<file path="config.mk">
export PLATFORM = sky130hd
export DESIGN_NAME = mem_loader_flat
export DESIGN_NICKNAME = d
export VERILOG_FILES = /design/src/rtl/mem_loader_pkg.sv /design/src/rtl/mem_loader_if.sv /design/src/rtl/mem_loader_tx_serializer.sv /design/src/rtl/mem_loader.sv /design/src/flat_wrapper.sv
export SDC_FILE = /design/constraint.sdc
export NUM_CORES = 1
export LEC_CHECK = 0
export CAP_MARGIN = 20
export CORE_AREA = 8 8 145 147
export CTS_BUF_LIST = sky130_fd_sc_hd__clkbuf_8
export DETAILED_ROUTE_END_ITERATION = 10
export DIE_AREA = 0 0 153 155
export GPL_ROUTABILITY_DRIVEN = 0
export PLACE_DENSITY = 0.88
export REMOVE_ABC_BUFFERS = 1
export SYNTH_ARGS = -nofsm -noshare
export SYNTH_HDL_FRONTEND = slang
export SYNTH_SLANG_ARGS = --single-unit
</file>
<file path="constraint.sdc">
create_clock -name clk -period 3.8 [get_ports clk]
set_input_delay 0.57 -clock clk [delete_from_list [all_inputs] [get_ports clk]]
set_output_delay 0.57 -clock clk [all_outputs]
set_load 0.01 [all_outputs]
</file>
<file path="src/rtl/mem_loader_pkg.sv">
`default_nettype none
`timescale 1ns/1ps
// ----------------------------------------------------------------------------
// mem_loader_pkg : opcodes, FSM states and word sizes shared by the loader
// Revision 1.0
// ----------------------------------------------------------------------------
package mem_loader_pkg;

   localparam logic [7:0] c_op_imem_wr = 8'h01;
   localparam logic [7:0] c_op_dmem_wr = 8'h02;
   localparam logic [7:0] c_op_dmem_rd = 8'h03;
   localparam logic [7:0] c_op_run     = 8'h04;
   localparam logic [7:0] c_op_halt    = 8'h05;

   localparam int c_imem_bytes = 4;
   localparam int c_dmem_bytes = 8;

   typedef enum logic [3:0] {
      S_IDLE    = 4'd0,
      S_IDX0    = 4'd1,
      S_IDX1    = 4'd2,
      S_CNT     = 4'd3,
      S_WDATA   = 4'd4,
      S_WRITE   = 4'd5,
      S_RD_REQ  = 4'd6,
      S_RD_WAIT = 4'd7,
      S_TX      = 4'd8
   } state_t;

   function automatic logic [2:0] last_byte(input logic is_imem);
      return is_imem ? 3'(c_imem_bytes - 1) : 3'(c_dmem_bytes - 1);
   endfunction

endpackage
`default_nettype wire

</file>
<file path="src/rtl/mem_loader_if.sv">
`default_nettype none
`timescale 1ns/1ps
// ----------------------------------------------------------------------------
// mem_loader_if : byte streams plus cpu external memory ports of the loader
// Revision 1.0
// ----------------------------------------------------------------------------
interface mem_loader_if;
   logic [7:0]  rx_data;
   logic        rx_valid;
   logic        rx_ready;
   logic [7:0]  tx_data;
   logic        tx_valid;
   logic        tx_ready;
   logic [63:0] imem_addr;
   logic        imem_wen;
   logic        imem_ren;
   logic [31:0] imem_wdata;
   logic [63:0] dmem_addr;
   logic        dmem_wen;
   logic        dmem_ren;
   logic [63:0] dmem_wdata;
   logic [63:0] dmem_rdata;

   modport master (
      input  rx_data, rx_valid, tx_ready, dmem_rdata,
      output rx_ready, tx_data, tx_valid,
      output imem_addr, imem_wen, imem_ren, imem_wdata,
      output dmem_addr, dmem_wen, dmem_ren, dmem_wdata
   );

   modport slave (
      output rx_data, rx_valid, tx_ready, dmem_rdata,
      input  rx_ready, tx_data, tx_valid,
      input  imem_addr, imem_wen, imem_ren, imem_wdata,
      input  dmem_addr, dmem_wen, dmem_ren, dmem_wdata
   );
endinterface
`default_nettype wire

</file>
<file path="src/rtl/mem_loader_tx_serializer.sv">
`default_nettype none
`timescale 1ns/1ps
// ----------------------------------------------------------------------------
// mem_loader_tx_serializer : sends a loaded 64b word as 8 bytes, LSB first
// Revision 1.0
// ----------------------------------------------------------------------------
module mem_loader_tx_serializer (
   input  wire logic        clk,
   input  wire logic        arst_n,
   input  wire logic        load,
   input  wire logic [63:0] load_data,
   output logic      [7:0]  tx_data,
   output logic             tx_valid,
   input  wire logic        tx_ready,
   output logic             done
);
   logic [63:0] r_shift;
   logic [2:0]  r_count;
   logic        r_valid;

   always_ff @(posedge clk or negedge arst_n) begin
      if (!arst_n) begin
         r_shift <= '0;
         r_count <= '0;
         r_valid <= 1'b0;
      end else if (load) begin
         r_shift <= load_data;
         r_count <= '0;
         r_valid <= 1'b1;
      end else if (r_valid && tx_ready) begin
         if (r_count == 3'd7) begin
            r_shift <= '0;
            r_count <= '0;
            r_valid <= 1'b0;
         end else begin
            r_shift <= {8'h00, r_shift[63:8]};
            r_count <= r_count + 3'd1;
         end
      end
   end

   // shift register is zeroed when idle, so tx_data reads 0 without valid
   assign tx_data  = r_shift[7:0];
   assign tx_valid = r_valid;
   assign done     = r_valid & tx_ready & (r_count == 3'd7);
endmodule
`default_nettype wire

</file>
<file path="src/rtl/mem_loader.sv">
`default_nettype none
`timescale 1ns/1ps
// ----------------------------------------------------------------------------
// mem_loader : byte-command initiator that loads/reads cpu memories, run/halt
// Revision 1.0
// ----------------------------------------------------------------------------
module mem_loader
   import mem_loader_pkg::*;
#(
   parameter int IMEM_ADDR_W = 9,
   parameter int DMEM_ADDR_W = 10
) (
   input  wire logic     clk,
   input  wire logic     arst_n,
   mem_loader_if.master  bus,
   output logic          cpu_enable,
   output logic          busy,
   output logic          err
);
   state_t      r_state, w_next;
   logic        r_ready_en;
   logic        r_is_imem;
   logic        r_is_rd;
   logic [15:0] r_idx;
   logic [7:0]  r_cnt;
   logic [2:0]  r_byte;
   logic [63:0] r_wbuf;
   logic        r_cpu_enable;
   logic        r_err;
   logic        w_rx_acc;
   logic        w_rx_fire;
   logic        w_ser_load;
   logic        w_ser_done;

   // r_ready_en keeps rx_ready low while reset is asserted
   assign w_rx_acc  = r_ready_en &
                      (r_state inside {S_IDLE, S_IDX0, S_IDX1, S_CNT, S_WDATA});
   assign w_rx_fire = w_rx_acc & bus.rx_valid;

   always_ff @(posedge clk or negedge arst_n) begin
      if (!arst_n) r_state <= S_IDLE;
      else         r_state <= w_next;
   end

   always_comb begin
      w_next          = r_state;
      w_ser_load      = 1'b0;
      bus.imem_addr   = '0;
      bus.imem_wen    = 1'b0;
      bus.imem_ren    = 1'b0;
      bus.imem_wdata  = '0;
      bus.dmem_addr   = '0;
      bus.dmem_wen    = 1'b0;
      bus.dmem_ren    = 1'b0;
      bus.dmem_wdata  = '0;
      case (r_state)
         S_IDLE: begin
            if (w_rx_fire && (bus.rx_data inside {c_op_imem_wr, c_op_dmem_wr, c_op_dmem_rd}))
               w_next = S_IDX0;
         end
         S_IDX0: if (w_rx_fire) w_next = S_IDX1;
         S_IDX1: if (w_rx_fire) w_next = S_CNT;
         S_CNT:  if (w_rx_fire) w_next = r_is_rd ? S_RD_REQ : S_WDATA;
         S_WDATA: begin
            if (w_rx_fire && (r_byte == last_byte(r_is_imem)))
               w_next = S_WRITE;
         end
         S_WRITE: begin
            if (r_is_imem) begin
               bus.imem_wen   = 1'b1;
               bus.imem_addr  = 64'({r_idx[IMEM_ADDR_W-1:0], 2'b00});
               bus.imem_wdata = r_wbuf[31:0];
            end else begin
               bus.dmem_wen   = 1'b1;
               bus.dmem_addr  = 64'({r_idx[DMEM_ADDR_W-1:0], 3'b000});
               bus.dmem_wdata = r_wbuf;
            end
            w_next = (r_cnt == 8'd0) ? S_IDLE : S_WDATA;
         end
         S_RD_REQ: begin
            bus.dmem_ren  = 1'b1;
            bus.dmem_addr = 64'({r_idx[DMEM_ADDR_W-1:0], 3'b000});
            w_next        = S_RD_WAIT;
         end
         S_RD_WAIT: begin
            w_ser_load = 1'b1;
            w_next     = S_TX;
         end
         S_TX: begin
            if (w_ser_done) w_next = (r_cnt == 8'd0) ? S_IDLE : S_RD_REQ;
         end
         default: w_next = S_IDLE;
      endcase
   end

   always_ff @(posedge clk or negedge arst_n) begin
      if (!arst_n) begin
         r_ready_en   <= 1'b0;
         r_is_imem    <= 1'b0;
         r_is_rd      <= 1'b0;
         r_idx        <= '0;
         r_cnt        <= '0;
         r_byte       <= '0;
         r_wbuf       <= '0;
         r_cpu_enable <= 1'b0;
         r_err        <= 1'b0;
      end else begin
         r_ready_en <= 1'b1;
         r_err      <= 1'b0;
         case (r_state)
            S_IDLE: begin
               if (w_rx_fire) begin
                  case (bus.rx_data)
                     c_op_imem_wr: begin
                        r_is_imem <= 1'b1; r_is_rd <= 1'b0; r_cpu_enable <= 1'b0;
                     end
                     c_op_dmem_wr: begin
                        r_is_imem <= 1'b0; r_is_rd <= 1'b0; r_cpu_enable <= 1'b0;
                     end
                     c_op_dmem_rd: begin
                        r_is_imem <= 1'b0; r_is_rd <= 1'b1; r_cpu_enable <= 1'b0;
                     end
                     c_op_run:  r_cpu_enable <= 1'b1;
                     c_op_halt: r_cpu_enable <= 1'b0;
                     default:   r_err <= 1'b1;
                  endcase
               end
            end
            S_IDX0: if (w_rx_fire) r_idx[7:0]  <= bus.rx_data;
            S_IDX1: if (w_rx_fire) r_idx[15:8] <= bus.rx_data;
            S_CNT: begin
               if (w_rx_fire) begin
                  r_cnt  <= bus.rx_data;
                  r_byte <= '0;
                  r_wbuf <= '0;
               end
            end
            S_WDATA: begin
               if (w_rx_fire) begin
                  r_wbuf[{r_byte, 3'b000} +: 8] <= bus.rx_data;
                  r_byte <= r_byte + 3'd1;
               end
            end
            S_WRITE: begin
               r_idx  <= r_idx + 16'd1;
               r_byte <= '0;
               r_wbuf <= '0;
               if (r_cnt != 8'd0) r_cnt <= r_cnt - 8'd1;
            end
            S_TX: begin
               if (w_ser_done) begin
                  r_idx <= r_idx + 16'd1;
                  if (r_cnt != 8'd0) r_cnt <= r_cnt - 8'd1;
               end
            end
            default: ;
         endcase
      end
   end

   mem_loader_tx_serializer u_tx_ser (
      .clk       (clk),
      .arst_n    (arst_n),
      .load      (w_ser_load),
      .load_data (bus.dmem_rdata),
      .tx_data   (bus.tx_data),
      .tx_valid  (bus.tx_valid),
      .tx_ready  (bus.tx_ready),
      .done      (w_ser_done)
   );

   assign bus.rx_ready = w_rx_acc;
   assign cpu_enable   = r_cpu_enable;
   assign busy         = (r_state != S_IDLE);
   assign err          = r_err;
endmodule
`default_nettype wire
</file>
<file path="src/flat_wrapper.sv">
// flat-port wrapper written by rule: the top's interface ports become plain ports
module mem_loader_flat import mem_loader_pkg::*;
#(
   parameter int IMEM_ADDR_W = 9,
   parameter int DMEM_ADDR_W = 10
)
  (clk, arst_n, cpu_enable, busy, err, bus_rx_data, bus_rx_valid, bus_tx_ready, bus_dmem_rdata, bus_rx_ready, bus_tx_data, bus_tx_valid, bus_imem_addr, bus_imem_wen, bus_imem_ren, bus_imem_wdata, bus_dmem_addr, bus_dmem_wen, bus_dmem_ren, bus_dmem_wdata);
  mem_loader_if bus_i ();
  input  wire logic clk;
  input  wire logic arst_n;
  output logic cpu_enable;
  output logic busy;
  output logic err;
  input wire logic [$bits(bus_i.rx_data)-1:0] bus_rx_data;
  input wire logic [$bits(bus_i.rx_valid)-1:0] bus_rx_valid;
  input wire logic [$bits(bus_i.tx_ready)-1:0] bus_tx_ready;
  input wire logic [$bits(bus_i.dmem_rdata)-1:0] bus_dmem_rdata;
  output wire logic [$bits(bus_i.rx_ready)-1:0] bus_rx_ready;
  output wire logic [$bits(bus_i.tx_data)-1:0] bus_tx_data;
  output wire logic [$bits(bus_i.tx_valid)-1:0] bus_tx_valid;
  output wire logic [$bits(bus_i.imem_addr)-1:0] bus_imem_addr;
  output wire logic [$bits(bus_i.imem_wen)-1:0] bus_imem_wen;
  output wire logic [$bits(bus_i.imem_ren)-1:0] bus_imem_ren;
  output wire logic [$bits(bus_i.imem_wdata)-1:0] bus_imem_wdata;
  output wire logic [$bits(bus_i.dmem_addr)-1:0] bus_dmem_addr;
  output wire logic [$bits(bus_i.dmem_wen)-1:0] bus_dmem_wen;
  output wire logic [$bits(bus_i.dmem_ren)-1:0] bus_dmem_ren;
  output wire logic [$bits(bus_i.dmem_wdata)-1:0] bus_dmem_wdata;
  assign bus_i.rx_data = bus_rx_data;
  assign bus_i.rx_valid = bus_rx_valid;
  assign bus_i.tx_ready = bus_tx_ready;
  assign bus_i.dmem_rdata = bus_dmem_rdata;
  assign bus_rx_ready = bus_i.rx_ready;
  assign bus_tx_data = bus_i.tx_data;
  assign bus_tx_valid = bus_i.tx_valid;
  assign bus_imem_addr = bus_i.imem_addr;
  assign bus_imem_wen = bus_i.imem_wen;
  assign bus_imem_ren = bus_i.imem_ren;
  assign bus_imem_wdata = bus_i.imem_wdata;
  assign bus_dmem_addr = bus_i.dmem_addr;
  assign bus_dmem_wen = bus_i.dmem_wen;
  assign bus_dmem_ren = bus_i.dmem_ren;
  assign bus_dmem_wdata = bus_i.dmem_wdata;
  mem_loader #(.IMEM_ADDR_W(IMEM_ADDR_W), .DMEM_ADDR_W(DMEM_ADDR_W)) u_core (.clk(clk), .arst_n(arst_n), .bus(bus_i), .cpu_enable(cpu_enable), .busy(busy), .err(err));
endmodule
</file>
==> metrics.txt <==
status completed; number of synthesized flops with an enable pin 0; worst-case reg-to-reg path depth 7; Synth warnings 0; post-synthesis register bit count 162; P&R area growth vs syn 23.3%; Worst Skew 0.00983 ns; CP Cell Sequence nor4bb_4, nor2b_4, buf_4, and2_1, clkdlybuf4s50_1; Max Slew Vio Count 0; Reg-to-Reg Start u_core.r_byte[0]$_DFFE_PN0P_; unrepaired setup endpoints after global routing no; CTS H-tree depth 4; Core Area 19,000 um^2; fin nets 1,324; final hold viol count 0; WL final 26,500 um; Avg WL per Cell 17.8 um; Worst EP required 3.23 ns; Clock Latency Late Sink 0.45 ns; adder and majority gate portion of the synthesized area 1.32%; clock buffer depth 2; crit path max fanout 40; CTS tree yes; async set-reset flop share out of synthesis 100%; Clock Sinks 162; Max transition margin 40.1%; post-synth top area share 42.7%; Initial Util 50.1%; count leader, synth dfrtp_1; Pwr per Cell Area 458 nW/um^2; largest area contributor in the netlist dfrtp_1; Max Cap Violations 0; Setup crit end kind output port; 1st-iter DRT viols 689; cts repair resizes 0; layout cells sized above 1 5.84%; mapped cell area 9490 um^2; register area share after synthesis 42.7%; Yosys cell types 64; XOR/XNOR Fraction of Synth Area 0.0923%; # IOs 317; HPWL Detailed 18,900 um; Max IR drop VDD 266 uV; DIE HEIGHT 155 um; Avg Inst Size Synth 8.78 um^2; Final period util 90.1%; RR Endpoint u_core.r_wbuf[39]$_DFFE_PN0P_; Syn Inst Count 1,081; Hold Crit Class in -> async; Cell Rows 51; max incr delay on CP 0.59 ns; CP startpoint kind flip-flop; first-pass GRT wire length 41,600 um; PortBufs 206; Vias 8,134; Compound-Gate Fraction of Synth Area 17.1%; Residual DRC 0; hold-fix buffers at CTS 0; fill cell count 1,591; Total GRT Usage 21.5%; Vias/cell 5.46; Leak 5.08 nW; gr ovfl total 0; Worst-path clk slew 0.09 ns; achievable frequency 292 MHz; Synth area leaders dfrtp_1 (43%), buf_4 (9.3%), nand2_1 (5.5%); worst hold slack 0.186 ns; ANT nets after route 0; pin count of the biggest net entering global routing 124; Die Wd 153 um; vias in the first global route 7,941; Worst-Margin Slew 0.898 ns; Final TNS setup 0 ns; CTS Buf Count 17; fin cells 1,491; mux share of post-synthesis cell area 1.37%; final setup fails 0; Pre-Repair DR Iteration Count 5; Die Area 23,700 um^2; initial antenna violation count 3; reg2reg setup slack 0.83 ns; post-layout min period 3.42 ns; largest family of logic cells by synthesized area simple AND/OR/NAND/NOR gates; crit path kind reg -> out; Worst path slowest cell dfrtp_1; commonest register cell after synthesis dfrtp_1; crit path DAT 2.85 ns; Synth Area in Simple Gates 24.3%; placed cell count 1,454; most frequent cells after synthesis dfrtp_1 (162), nand2_1 (138), buf_4 (118), o21ai_0 (98), a21oi_1 (78); CTS Root Cell clkbuf_8
[power breakdown]
group / switching, mW / internal [mW] / leakage [nW] / total [mW]
clock network: 0.645 / 0.617 / 0.199 / 1.26
registers: 0.291 / 2.10 / 2.19 / 2.39
logic: 1.01 / 0.702 / 2.69 / 1.71
[what timing repair did]
item / CTS / global route
buffers inserted: 0 / 1
hold endpoints to repair: 0 / 0
endpoints found under the setup margin: 0 / 5
[state kept, by name, indices dropped and copies added (netlist names)]
register                  count
u_core.r_wbuf                64
u_core.r_cnt                  8
u_core.u_tx_ser.tx_valid      1
u_core.r_is_imem              1
u_core.r_state                4
u_core.u_tx_ser.r_shift      64
u_core.r_idx                 10
u_core.u_tx_ser.r_count       3
u_core.r_ready_en             1
u_core.cpu_enable             1
u_core.err                    1
u_core.r_is_rd                1
u_core.r_byte                 3
[placed cells by master (no fill, tap or decap), types with 11 or more instances in the layout]
cell type and n:
conb_1 111, clkbuf_8 19, buf_4 17, a21oi_1 78, and3_1 44, nor2_1 21, nor3_1 11, nand3_1 21
nor3b_1 57, and2_1 77, dfrtp_1 162, nand2_1 137, a22o_1 31, o2bb2ai_1 13, mux2i_1 13, o21ai_0 98
clkdlybuf4s50_1 205, inv_1 12
[per-stage QoR]
stage	area, um^2	total power, mW	utilization [%]	setup WS, ns
2_1_floorplan	8700	3.43	-	-1.91
3_3_place_gp	11300	4.01	59.4	0.812
3_5_place_dp	11300	4.10	59.4	0.679
4_1_cts	11700	5.37	61.5	0.169
5_1_grt	11700	5.71	61.8	0.219
6_report	11700	5.36	61.8	0.376
[worst max-delay path by stage]
stage / endpoint / slack, ns / cells after the start / from
floorplan: bus_dmem_addr[10] / -1.91 / 4 / u_core.r_state[1]$_DFFE_PN0P_
global placement: bus_dmem_wdata[16] / 0.81 / 5 / u_core.r_state[2]$_DFFE_PN0P_
detailed placement: bus_dmem_wdata[18] / 0.68 / 5 / u_core.r_state[2]$_DFFE_PN0P_
CTS: bus_dmem_wdata[18] / 0.17 / 5 / u_core.r_state[2]$_DFFE_PN0P_
global route: bus_dmem_wdata[38] / 0.22 / 5 / u_core.r_state[2]$_DFFE_PN0P_
finish: bus_dmem_wdata[16] / 0.38 / 5 / u_core.r_state[2]$_DFFE_PN0P_
[kinds of logic (layout without fill, tap and decap cells)]
family | Yosys count | count (layout)
adders and majority gates | 10 | 10
and+or+nand+nor | 415 | 416
xor gates and xnor gates | 1 | 1
buffers and inverters | 210 | 270
DFF | 162 | 162
AOI/OAI and AO/OA | 268 | 268
other | 2 | 113
muxes | 13 | 13
[per-layer routing]
| metal | track usage (%) | routed length [um] | part of all wire (%) |
|---|---|---|---|
| met1 | 25.9 | 10500 | 40 |
| met2 | 36.5 | 13400 | 50 |
| met5 | 0 | 0 | 0 |
| met4 | 9.66 | 884 | 3.3 |
| met3 | 4.60 | 1730 | 6.5 |
[worst max-delay path, delay by kind of cell, from the launching register on]
family | cells | cell delay (ns)
simple gates | 3 | 0.97
buf+inv | 2 | 0.84
flops | 1 | 0.59
[area by class of cell]
cell class	instances	area (um^2)	area share (%)
flip-flops and latches	162	4050	34.6
well taps	238	298	2.54
repair buffers	226	2260	19.3
multi-input cells	819	4650	39.7
clock buffers	19	262	2.23
inverters	12	45.0	0.385
diodes	2	5.00	0.0427
clock inverters	13	136	1.16
No activity file was read; power rests on OpenSTA's default activity.
